**config.mk**
```make
export PLATFORM = sky130hd
export DESIGN_NAME = ahblite_gpio_slave
export DESIGN_NICKNAME = d
export VERILOG_FILES = /design/src/rtl/ahblite_gpio_slave_pkg.sv /design/src/rtl/ahblite_gpio_slave_gpio_in_sync.sv /design/src/rtl/ahblite_gpio_slave.sv
export SDC_FILE = /design/constraint.sdc
export NUM_CORES = 1
export LEC_CHECK = 0
export ABC_AREA = 1
export CORE_ASPECT_RATIO = 0.6
export CORE_MARGIN = 1
export CORE_UTILIZATION = 25
export CTS_BUF_LIST = sky130_fd_sc_hd__clkbuf_4
export CTS_CLUSTER_DIAMETER = 100
export DETAILED_ROUTE_END_ITERATION = 10
export PLACE_DENSITY = 0.64
export SLEW_MARGIN = 20
export SYNTH_ARGS = -nofsm -noshare
export SYNTH_HDL_FRONTEND = slang
export SYNTH_SLANG_ARGS = --single-unit
```
**constraint.sdc**
```tcl
create_clock -name HCLK -period 1.4 [get_ports HCLK]
set_input_delay 0.28 -clock HCLK [delete_from_list [all_inputs] [get_ports HCLK]]
set_output_delay 0.28 -clock HCLK [all_outputs]
set_load 0.01 [all_outputs]
```
**src/rtl/ahblite_gpio_slave_pkg.sv**
```systemverilog
// Shared constants for the GPIO0 AHB-Lite slave: register offsets and window base.
package ahblite_gpio_slave_pkg;

  // Word offsets within the GPIO0 window (HADDR[3:2]).
  typedef enum logic [1:0] {
    REG_OUT_DATA = 2'd0,
    REG_IN_DATA  = 2'd1,
    REG_OUT_EN   = 2'd2,
    REG_INT_STAT = 2'd3
  } gpio_reg_e;

  // GPIO0 peripheral window base, shared with the decoder and software headers.
  localparam logic [31:0] GPIO0_BASE = 32'h4000_0020;

  // NONSEQ and SEQ both have HTRANS[1] set; IDLE and BUSY do not.
  function automatic logic htrans_active(input logic [1:0] htrans);
    return htrans[1];
  endfunction

endpackage

```
**src/rtl/ahblite_gpio_slave_gpio_in_sync.sv**
```systemverilog
// Two-flop input synchroniser followed by a rising-edge detector.
module gpio_in_sync #(
  parameter int unsigned WIDTH = 8
) (
  input  logic             clk_i,
  input  logic             rst_ni,
  input  logic [WIDTH-1:0] pin_i,
  output logic [WIDTH-1:0] sync2_o,
  output logic [WIDTH-1:0] edge_o
);

  logic [WIDTH-1:0] sync1_q;
  logic [WIDTH-1:0] sync2_q;
  logic [WIDTH-1:0] prev_q;

  // Synchroniser chain plus one-cycle delayed copy for edge detection.
  always_ff @(posedge clk_i or negedge rst_ni) begin
    if (!rst_ni) begin
      sync1_q <= '0;
      sync2_q <= '0;
      prev_q  <= '0;
    end else begin
      sync1_q <= pin_i;
      sync2_q <= sync1_q;
      prev_q  <= sync2_q;
    end
  end

  assign sync2_o = sync2_q;
  assign edge_o  = sync2_q & ~prev_q;

endmodule

```
**src/rtl/ahblite_gpio_slave.sv**
```systemverilog
// AHB-Lite slave for GPIO0: output data/enable registers, synchronised inputs,
// and a level interrupt on rising edges of pins configured as inputs.
module ahblite_gpio_slave
  import ahblite_gpio_slave_pkg::*;
#(
  parameter int unsigned GPIO_WIDTH = 8
) (
  input  logic                  HCLK,
  input  logic                  HRESETn,
  input  logic                  HSEL,
  input  logic [31:0]           HADDR,
  input  logic [1:0]            HTRANS,
  input  logic [2:0]            HSIZE,
  input  logic [3:0]            HPROT,
  input  logic                  HWRITE,
  input  logic [31:0]           HWDATA,
  input  logic                  HREADY,
  output logic                  HREADYOUT,
  output logic [31:0]           HRDATA,
  output logic                  HRESP,
  input  logic [GPIO_WIDTH-1:0] GPIO_IN,
  output logic [GPIO_WIDTH-1:0] GPIO_OUT,
  output logic [GPIO_WIDTH-1:0] GPIO_OE,
  output logic                  GPIO_IRQ
);

  logic                  accept;
  logic                  valid_q, valid_d;
  logic                  wr_q, wr_d;
  gpio_reg_e             addr_q, addr_d;

  logic [GPIO_WIDTH-1:0] out_q, out_d;
  logic [GPIO_WIDTH-1:0] oe_q, oe_d;
  logic [GPIO_WIDTH-1:0] int_q, int_d;
  logic [GPIO_WIDTH-1:0] clr;
  logic [GPIO_WIDTH-1:0] in_sync;
  logic [GPIO_WIDTH-1:0] in_edge;
  logic [31:0]           rdata;

  // Only HADDR[3:2], HTRANS[1] and the low GPIO_WIDTH bits of HWDATA matter.
  logic unused_bus;
  assign unused_bus = ^{HSIZE, HPROT, HADDR, HTRANS[0], HWDATA};

  gpio_in_sync #(
    .WIDTH (GPIO_WIDTH)
  ) u_in_sync (
    .clk_i   (HCLK),
    .rst_ni  (HRESETn),
    .pin_i   (GPIO_IN),
    .sync2_o (in_sync),
    .edge_o  (in_edge)
  );

  // Address-phase capture: remember direction and register for the data phase.
  always_comb begin
    accept  = HSEL & HREADY & htrans_active(HTRANS);
    valid_d = accept;
    wr_d    = wr_q;
    addr_d  = addr_q;
    if (accept) begin
      wr_d   = HWRITE;
      addr_d = gpio_reg_e'(HADDR[3:2]);
    end
  end

  // Data-phase writes and interrupt status update; a set beats a same-cycle clear.
  always_comb begin
    out_d = out_q;
    oe_d  = oe_q;
    clr   = '0;
    if (valid_q && wr_q) begin
      case (addr_q)
        REG_OUT_DATA: out_d = HWDATA[GPIO_WIDTH-1:0];
        REG_OUT_EN:   oe_d  = HWDATA[GPIO_WIDTH-1:0];
        REG_INT_STAT: clr   = HWDATA[GPIO_WIDTH-1:0];
        default:      ;
      endcase
    end
    int_d = (int_q & ~clr) | (in_edge & ~oe_q);
  end

  // Bus pipeline and register state; reset abandons any transfer in flight.
  always_ff @(posedge HCLK or negedge HRESETn) begin
    if (!HRESETn) begin
      valid_q <= 1'b0;
      wr_q    <= 1'b0;
      addr_q  <= REG_OUT_DATA;
      out_q   <= '0;
      oe_q    <= '0;
      int_q   <= '0;
    end else begin
      valid_q <= valid_d;
      wr_q    <= wr_d;
      addr_q  <= addr_d;
      out_q   <= out_d;
      oe_q    <= oe_d;
      int_q   <= int_d;
    end
  end

  // Read mux: only drives data during a read data phase, zero otherwise.
  always_comb begin
    rdata = '0;
    if (valid_q && !wr_q) begin
      case (addr_q)
        REG_OUT_DATA: rdata[GPIO_WIDTH-1:0] = out_q;
        REG_IN_DATA:  rdata[GPIO_WIDTH-1:0] = in_sync;
        REG_OUT_EN:   rdata[GPIO_WIDTH-1:0] = oe_q;
        REG_INT_STAT: rdata[GPIO_WIDTH-1:0] = int_q;
        default:      ;
      endcase
    end
  end

  assign HRDATA    = rdata;
  assign HREADYOUT = 1'b1;
  assign HRESP     = 1'b0;
  assign GPIO_OUT  = out_q;
  assign GPIO_OE   = oe_q;
  assign GPIO_IRQ  = |int_q;

endmodule

```
==> results.md, run 1 <==
* DR WL/cell at 13.1 um
* Max Clock Freq at 556 MHz
* Max H-tree Level at 2
* Comb pwr share at 42.6%
* Core area at 8780 um2
* Outcome: complete, but fails checks
* Die ar. at 9720 um2
* Pre-CTS setup slack at -0.362 ns
* I/O pin total at 137
* Largest net degree at the start of global routing at 53
* Adder-cell area share of the yosys netlist at 0%
* Yosys Warn Count at 0
* Clk pwr share at 17.2%
* Layout net count at 435
* Util after Layout at 38.2%
* GP Congestion at 0.852
* Post-route antenna net violation count at 0
* Largest family of logic cells by synthesized area: simple AND/OR/NAND/NOR gates
* Lkg Pwr at 1.63 nW
* Die height at 76.8 um
* Setup ws final at -0.397 ns
* DP HPWL at 4.40 mm
* Starting DRC count in detailed routing at 91
* Tcrit/Tclk final at 128%
* Min-Delay Path Class: in2reg
* Chip width at 127 um
* Drt drc at 0
* Mean Syn Cell Area at 9.36 um2
* TritonRoute pass-1 iters at 4
* Largest cells by area after synthesis: dfrtp_1 56%, buf_4 9.0%, nand2_1 9.0%
* Seq/Total Area, Yosys at 55.9%
* Worst reg-to-reg setup slack at 0.03 ns
* Post-synthesis mux area share at 0%
* Clock Sinks at 52
* Register bit total from synthesis at 52
* Final hold violation count at 0
* Yosys top cell area share at 55.9%
* Setup TNS Final at -3.10 ns
* Share of layout cells above drive strength 1 at 36.0%
* Syn-to-layout area delta at 43.9%
* Post-Route Skew at 0.0164 ns
* Ys flop type: dfrtp_1
* Root Buffer: clkbuf_4
* Critical path class: reg2out
* Reg power frac at 40.2%
* Via density at 4.15
* Internal power at 3.23 mW
* Synth cell count leaders: 56 x nand2_1, 52 x dfrtp_1, 28 x buf_4, 20 x nor2_1
* Most common cell in the synthesized netlist: nand2_1
* Peak supply drop at 0.495 mV
* Final Non-Filler Cells at 462
* Netlist cell types at 21
* Via count at 1915
* Clock slew at reported path FFs at 0.15 ns
* Drt total wl at 6.06 mm
* Row count at 26
* Async SR Flop Fraction at 100%
* RSZ-0062 raised after global routing: true
* N_diodes at 0
* PortBufs at 48
* Placed Instances at 445
* Syn Inst Count at 249
* Gr ovfl total at 0
* Initial Utilization at 26.5%
* # setup viols final at 9
* Max Fanout on Critical Path at 5
* Minimum clock period at 1.80 ns
* Cell Pwr Density at 1470 nW/um2
* Simple-Gate Fraction of Synth Area at 21.6%
* CTS tree: done
* Number of synthesized flops with an enable pin at 0
* Mapped cell area at 2330 um2
* Gr usage total at 12.6%
* # Max-Cap Violations at 0
* Failing checks: setup timing
* Post-synthesis compound-gate area fraction at 8.38%
* Initial antenna violation count at 0
* Psw at 1.69 mW
* Startpoint types: flip-flop
* Sw Ratio at 34.3%
* Arr. time, crit path at 1.52 ns
* Vias in the first global route at 1878
* Global-route wire length before repair at 9.38 mm
* Total power at 4.92 mW
* CP Data Required Time at 1.12 ns
* Yosys top cell by area: dfrtp_1
* CTS buffer count at 5
* Clk buf depth at 2
* Fin. max-slew vios at 0
* Worst skew pair latency at 0.37 ns
* Post-synthesis xor/xnor area fraction at 0%
* Crit path capture type: output port
cells by family (layout without fill, tap and decap cells):
kind of cell | Yosys count | after routing
flops | 52 | 52
other cells | 2 | 26
compound gates | 33 | 33
buf+inv | 53 | 129
simple gates | 109 | 110
through the flow:
| step | area [um2] | hold slack (ns) |
|---|---|---|
| finish | 3350 | 0.320 |
| detailed placement | 3150 | 0.295 |
| global placement | 3150 | 0.292 |
| CTS | 3220 | 0.310 |
| global route | 3350 | 0.286 |
| floorplan | 2420 | -0.0156 |
repair_timing:
| action | CTS | global route |
|---|---|---|
| setup endpoints to repair | 25 | 10 |
| cloned | 0 | 1 |
| buffers inserted | 7 | 1 |
| pin swaps | 4 | 15 |
| endpoints found under the hold margin | 52 | 0 |
| hold buffers | 1 | 0 |
| gates resized for setup | 115 | 30 |
sequential cells by signal, summed over array words and instances, names as in the netlist:
name,flops
wr_q,1
addr_q,2
GPIO_OUT,8
u_in_sync.sync1_q,8
valid_q,1
GPIO_OE,8
u_in_sync.sync2_o,8
int_q,8
u_in_sync.prev_q,8
area by class of cell:
cell class,instances,area [um2]
Clock buffer,5,37.5
Clock inverter,3,42.5
Fill cell,874,5430
Inverter,20,80.1
Multi-Input combinational cell,169,932
Sequential cell,52,1300
Tap cell,112,140
Timing Repair Buffer,101,817
layout by cell type (no fill, tap or decap):
master	netlist	routed
buf_6	2	7
o21ai_0	10	5
nand2_2	1	4
nor2_2	2	6
nor2_4	1	4
conb_1	2	26
nand3_1	18	13
a21oi_2	0	5
buf_12	0	3
dlygate4sd3_1	0	1
a21oi_1	7	2
clkdlybuf4s50_1	0	22
nand4_1	1	1
clkbuf_4	0	5
inv_1	18	18
clkinv_1	0	1
nand3_4	0	1
buf_4	28	43
dfrtp_1	52	51
nand3_2	1	5
buf_2	3	25
nand2_8	0	1
nand3b_1	8	8
bufinv_16	0	1
nand4_4	1	2
o21ai_1	8	11
nand2_1	56	52
nor2_1	20	13
dfrtp_2	0	1
inv_2	2	1
clkinv_4	0	2
o21ai_2	8	10
final timing paths:
kind,start,end,cells past startpoint
min reg2reg,u_in_sync.sync1_q[1],u_in_sync.sync2_o[1],0
min,GPIO_IN[3],u_in_sync.sync1_q[3],1
max in group asynchronous,HRESETn,GPIO_OUT[3],3
max,addr_q[1],HRDATA[5],7
max reg2reg,addr_q[1],GPIO_OUT[5],7
min in group asynchronous,HRESETn,u_in_sync.sync1_q[5],3
power by group through the flow:
stage          Combinational [mW]  Clock [mW]  Sequential, mW
2_1_floorplan               0.653           0            2.12
3_3_place_gp                 1.99           0            1.99
3_5_place_dp                 2.03           0            2.00
4_1_cts                      1.97       0.874            1.96
5_1_grt                      2.28       0.936            2.01
6_report                     2.10       0.849            1.98
critical path: stages, from the launching register on:
cell and delay [ns]:
dfrtp_2 0.44, clkinv_4 0.10, buf_6 0.13, nand3_1 0.06, nand2_1 0.06, nor2_2 0.15
nor2_1 0.06, buf_2 0.14
metal layers:
| metal | vias up | global-route usage, % | part of all wire [%] |
|---|---|---|---|
| li1 | 942 | - | - |
| met1 | 907 | 17.4 | 50 |
| met2 | 55 | 18.5 | 43 |
| met3 | 11 | 3.49 | 5.5 |
| met4 | 0 | 4.94 | 2.0 |
| met5 | - | 0 | 0 |
Note: power is estimated with default switching activity, not from simulation.
==> run 2, diff against run 1 <==
Settings changed: PLACE_DENSITY 0.64 to 0.63, SYNTH_HIERARCHICAL from default to 1.
==> results.md, run 2 <==
* Outcome: complete, but fails checks (unchanged)
* Failing checks: setup timing (unchanged)
* PortBufs at 48 (unchanged)
* Placed Instances at 470 (was 445)
* R2r endpoint: GPIO_OUT[4] (was GPIO_OUT[5])
* Total power at 5.15 mW (was 4.92 mW)
* Pre-CTS setup slack at -0.390 ns (was -0.362 ns)
* Row count at 27 (was 26)
* Async SR Flop Fraction at 100% (unchanged)
* Clock slew at reported path FFs at 0.16 ns (was 0.15 ns)
* Peak supply drop at 0.736 mV (was 0.495 mV)
* Layout net count at 450 (was 435)
* Worst Hold Margin at 0.302 ns (was 0.320 ns)
* Initial antenna violation count at 0 (unchanged)
* RSZ-0062 raised after global routing: true (unchanged)
* Register bit total from synthesis at 52 (unchanged)
* Max H-tree Level at 2 (unchanged)
* CTS tree: done (unchanged)
* Hold path depth at 1 (unchanged)
* Die height at 78.2 um (was 76.8 um)
* Area post-placement at 3210 um2 (was 3150 um2)
* Max Fanout on Critical Path at 11 (was 5)
* # Max-Cap Violations at 0 (unchanged)
* Util after Layout at 37.6% (was 38.2%)
* Drt drc at 0 (unchanged)
* Largest net degree at the start of global routing at 53 (unchanged)
* Final Non-Filler Cells at 496 (was 462)
* Min-Delay Path Class: in2reg (unchanged)
* CP Data Required Time at 1.12 ns (about the same)
* Tcrit/Tclk final at 131% (was 128%)
* Clock Sinks at 52 (unchanged)
* Worst skew pair latency at 0.39 ns (was 0.37 ns)
* TritonRoute pass-1 iters at 4 (unchanged)
* Clk buf depth at 2 (unchanged)
* DR WL/cell at 11.9 um (was 13.1 um)
* Most common cell after layout, fill and taps aside: nand2_1 (unchanged)
* Netlist cell types at 19 (was 21)
* Minimum clock period at 1.83 ns (was 1.80 ns)
* Final hold violation count at 0 (unchanged)
* Max Clock Freq at 545 MHz (was 556 MHz)
* Arr. time, crit path at 1.55 ns (was 1.52 ns)
* Syn-to-layout area delta at 44.4% (was 43.9%)
* Root Buffer: clkbuf_4 (unchanged)
* GP Congestion at 0.840 (was 0.852)
* Ys flop type: dfrtp_1 (unchanged)
* Worst path most repeated cell: nor2_1
* Crit path capture type: output port (unchanged)
* Largest cells by area after synthesis: dfrtp_1 54%, nand2_1 9.6%, buf_4 9.0% (was dfrtp_1 56%, buf_4 9.0%, nand2_1 9.0%)
* Worst Hold End: u_in_sync/sync1_q[6] (was u_in_sync.sync1_q[3])
* Initial Utilization at 26.0% (was 26.5%)
* Post-Route Skew at 0.0220 ns (was 0.0164 ns)
* CTS buffer count at 5 (unchanged)
* Die ar. at 10100 um2 (was 9720 um2)
* Via density at 3.89 (was 4.15)
* Starting DRC count in detailed routing at 89 (was 91)
* DP HPWL at 4.18 mm (was 4.40 mm)
* Yosys top cell by area: dfrtp_1 (unchanged)
* Cell Pwr Density at 1470 nW/um2 (about the same)
* Post-route antenna net violation count at 0 (unchanged)
* Setup TNS Final at -3.25 ns (was -3.10 ns)
* Min-delay src: GPIO_IN[6] (was GPIO_IN[3])
* Chip width at 129 um (was 127 um)
* Yosys top cell area share at 53.8% (was 55.9%)
* Vias in the first global route at 1890 (was 1878)
* # setup viols final at 9 (unchanged)
* Fin. max-slew vios at 0 (unchanged)
* Drt total wl at 5.91 mm (was 6.06 mm)
* Synth cell count leaders: 62 x nand2_1, 52 x dfrtp_1, 29 x buf_4, 26 x inv_1, 21 x nor2_1 (was 56 x nand2_1, 52 x dfrtp_1, 28 x buf_4, 20 x nor2_1)
* Syn Inst Count at 265 (was 249)
* Critical path cell sequence: clkbuf_16 -> nand3_1 -> nand2_1 -> nor2_1 -> nor2_1 -> buf_2 (was clkinv_4 -> buf_6 -> nand3_1 -> nand2_1 -> nor2_2 -> nor2_1 -> buf_2)
* Most common cell in the synthesized netlist: nand2_1 (unchanged)
* Commonest non-fill, non-tap cells in the layout: 57 x nand2_1, 51 x dfrtp_1, 39 x buf_4 (was 52 x nand2_1, 51 x dfrtp_1, 43 x buf_4)
* Crit. Startpoint: addr_q[0] (was addr_q[1])
* Global-route wire length before repair at 9.29 mm (was 9.38 mm)
* Max incr delay on CP at 0.48 ns (was 0.44 ns)
* Mapped cell area at 2420 um2 (was 2330 um2)
* I/O pin total at 137 (unchanged)
* Number of synthesized flops with an enable pin at 0 (unchanged)
* Seq/Total Area, Yosys at 53.8% (was 55.9%)
* Via count at 1931 (was 1915)
* Mean Syn Cell Area at 9.12 um2 (was 9.36 um2)
* Worst reg-to-reg setup slack at 0.08 ns (was 0.03 ns)
* Share of layout cells above drive strength 1 at 37.8% (was 36.0%)
* Gr usage total at 12.3% (was 12.6%)
* Reg2Reg Launch Point: addr_q[0] (was addr_q[1])
* Finished layout cell area at 3490 um2 (was 3350 um2)
* Core area at 9290 um2 (was 8780 um2)
* Setup ws final at -0.434 ns (was -0.397 ns)
* Gr ovfl total at 0 (unchanged)
* Slowest-stage cell, CP: dfrtp_2 (unchanged)
* Lkg Pwr at 1.73 nW (was 1.63 nW)
* Startpoint types: flip-flop (unchanged)
* Critical path class: reg2out (unchanged)
* Worst reg-to-reg path cell count at 6 (was 7)
* Yosys Warn Count at 6 (was 0)
run 2: cell types whose count changed in the layout (fill, tap and decap cells not counted), sizes merged, moves of 2 or more:
cell / delta
nand2: +10
buf: -2
inv: +9
nand3b: -8
nor2: +8
run 2: logic make-up after synthesis:
logic type / Yosys count / synth area share [%]
and+or+nand+nor: 119 / 22.3
other: 2 / 0.311
buffers and inverters: 60 / 14.5
AOI/OAI and AO/OA: 32 / 9.11
DFF: 52 / 53.8
run 2: where the power goes:
part	switching, mW	total (mW)	internal, mW
Clock	0.495	0.869	0.374
Sequential	0.193	1.99	1.80
Combinational	1.00	2.29	1.29
run 2: area by class of cell:
class,instances,area [um2]
fill,946,5800
tap,130,163
multi-input combinational,177,926
clock inverter,3,42.5
sequential,52,1300
timing repair buffer,100,908
clock buffer,5,37.5
inverter,28,108
antenna,1,2.50
run 2: worst max path at each step:
stage | endpoint | slack [ns] | depth (start not counted)
2_1_floorplan | HRDATA[0] | 0.1 | 5
3_3_place_gp | HRDATA[3] | -0.36 | 7
3_5_place_dp | HRDATA[7] | -0.39 | 7
4_1_cts | HRDATA[3] | -0.44 | 7
5_1_grt | HRDATA[7] | -0.52 | 7
6_report | HRDATA[7] | -0.43 | 6
run 2: critical path: cells and delay by family, from the launching register on:
family,cells,cell delay [ns]
buffers and inverters,2,0.36
and+or+nand+nor,4,0.32
DFF,1,0.48
run 2: what timing repair did:
action / in CTS / in global routing
endpoints found under the hold margin: 52 / 0
gates resized for setup: 109 / 30
gates cloned: 0 / 1
setup buffers: 15 / 5
pin swaps: 12 / 10
endpoints found under the setup margin: 25 / 28
hold buffers: 1 / 0
run 2: routing by layer:
layer  up-vias  share of wire, %  track usage (%)
met3         8               7.6             3.54
met4         0              0.90             2.94
li1        965                 -                -
met1       883                49             17.1
met2        75                43             18.8
met5         -                 0                0
==> run 3, diff against run 2 <==
Settings changed: CAP_MARGIN from default to 20, GPL_ROUTABILITY_DRIVEN from default to 0.
==> results of run 3 <==
Final layout, timing and power as in run 2 (identical DEF).
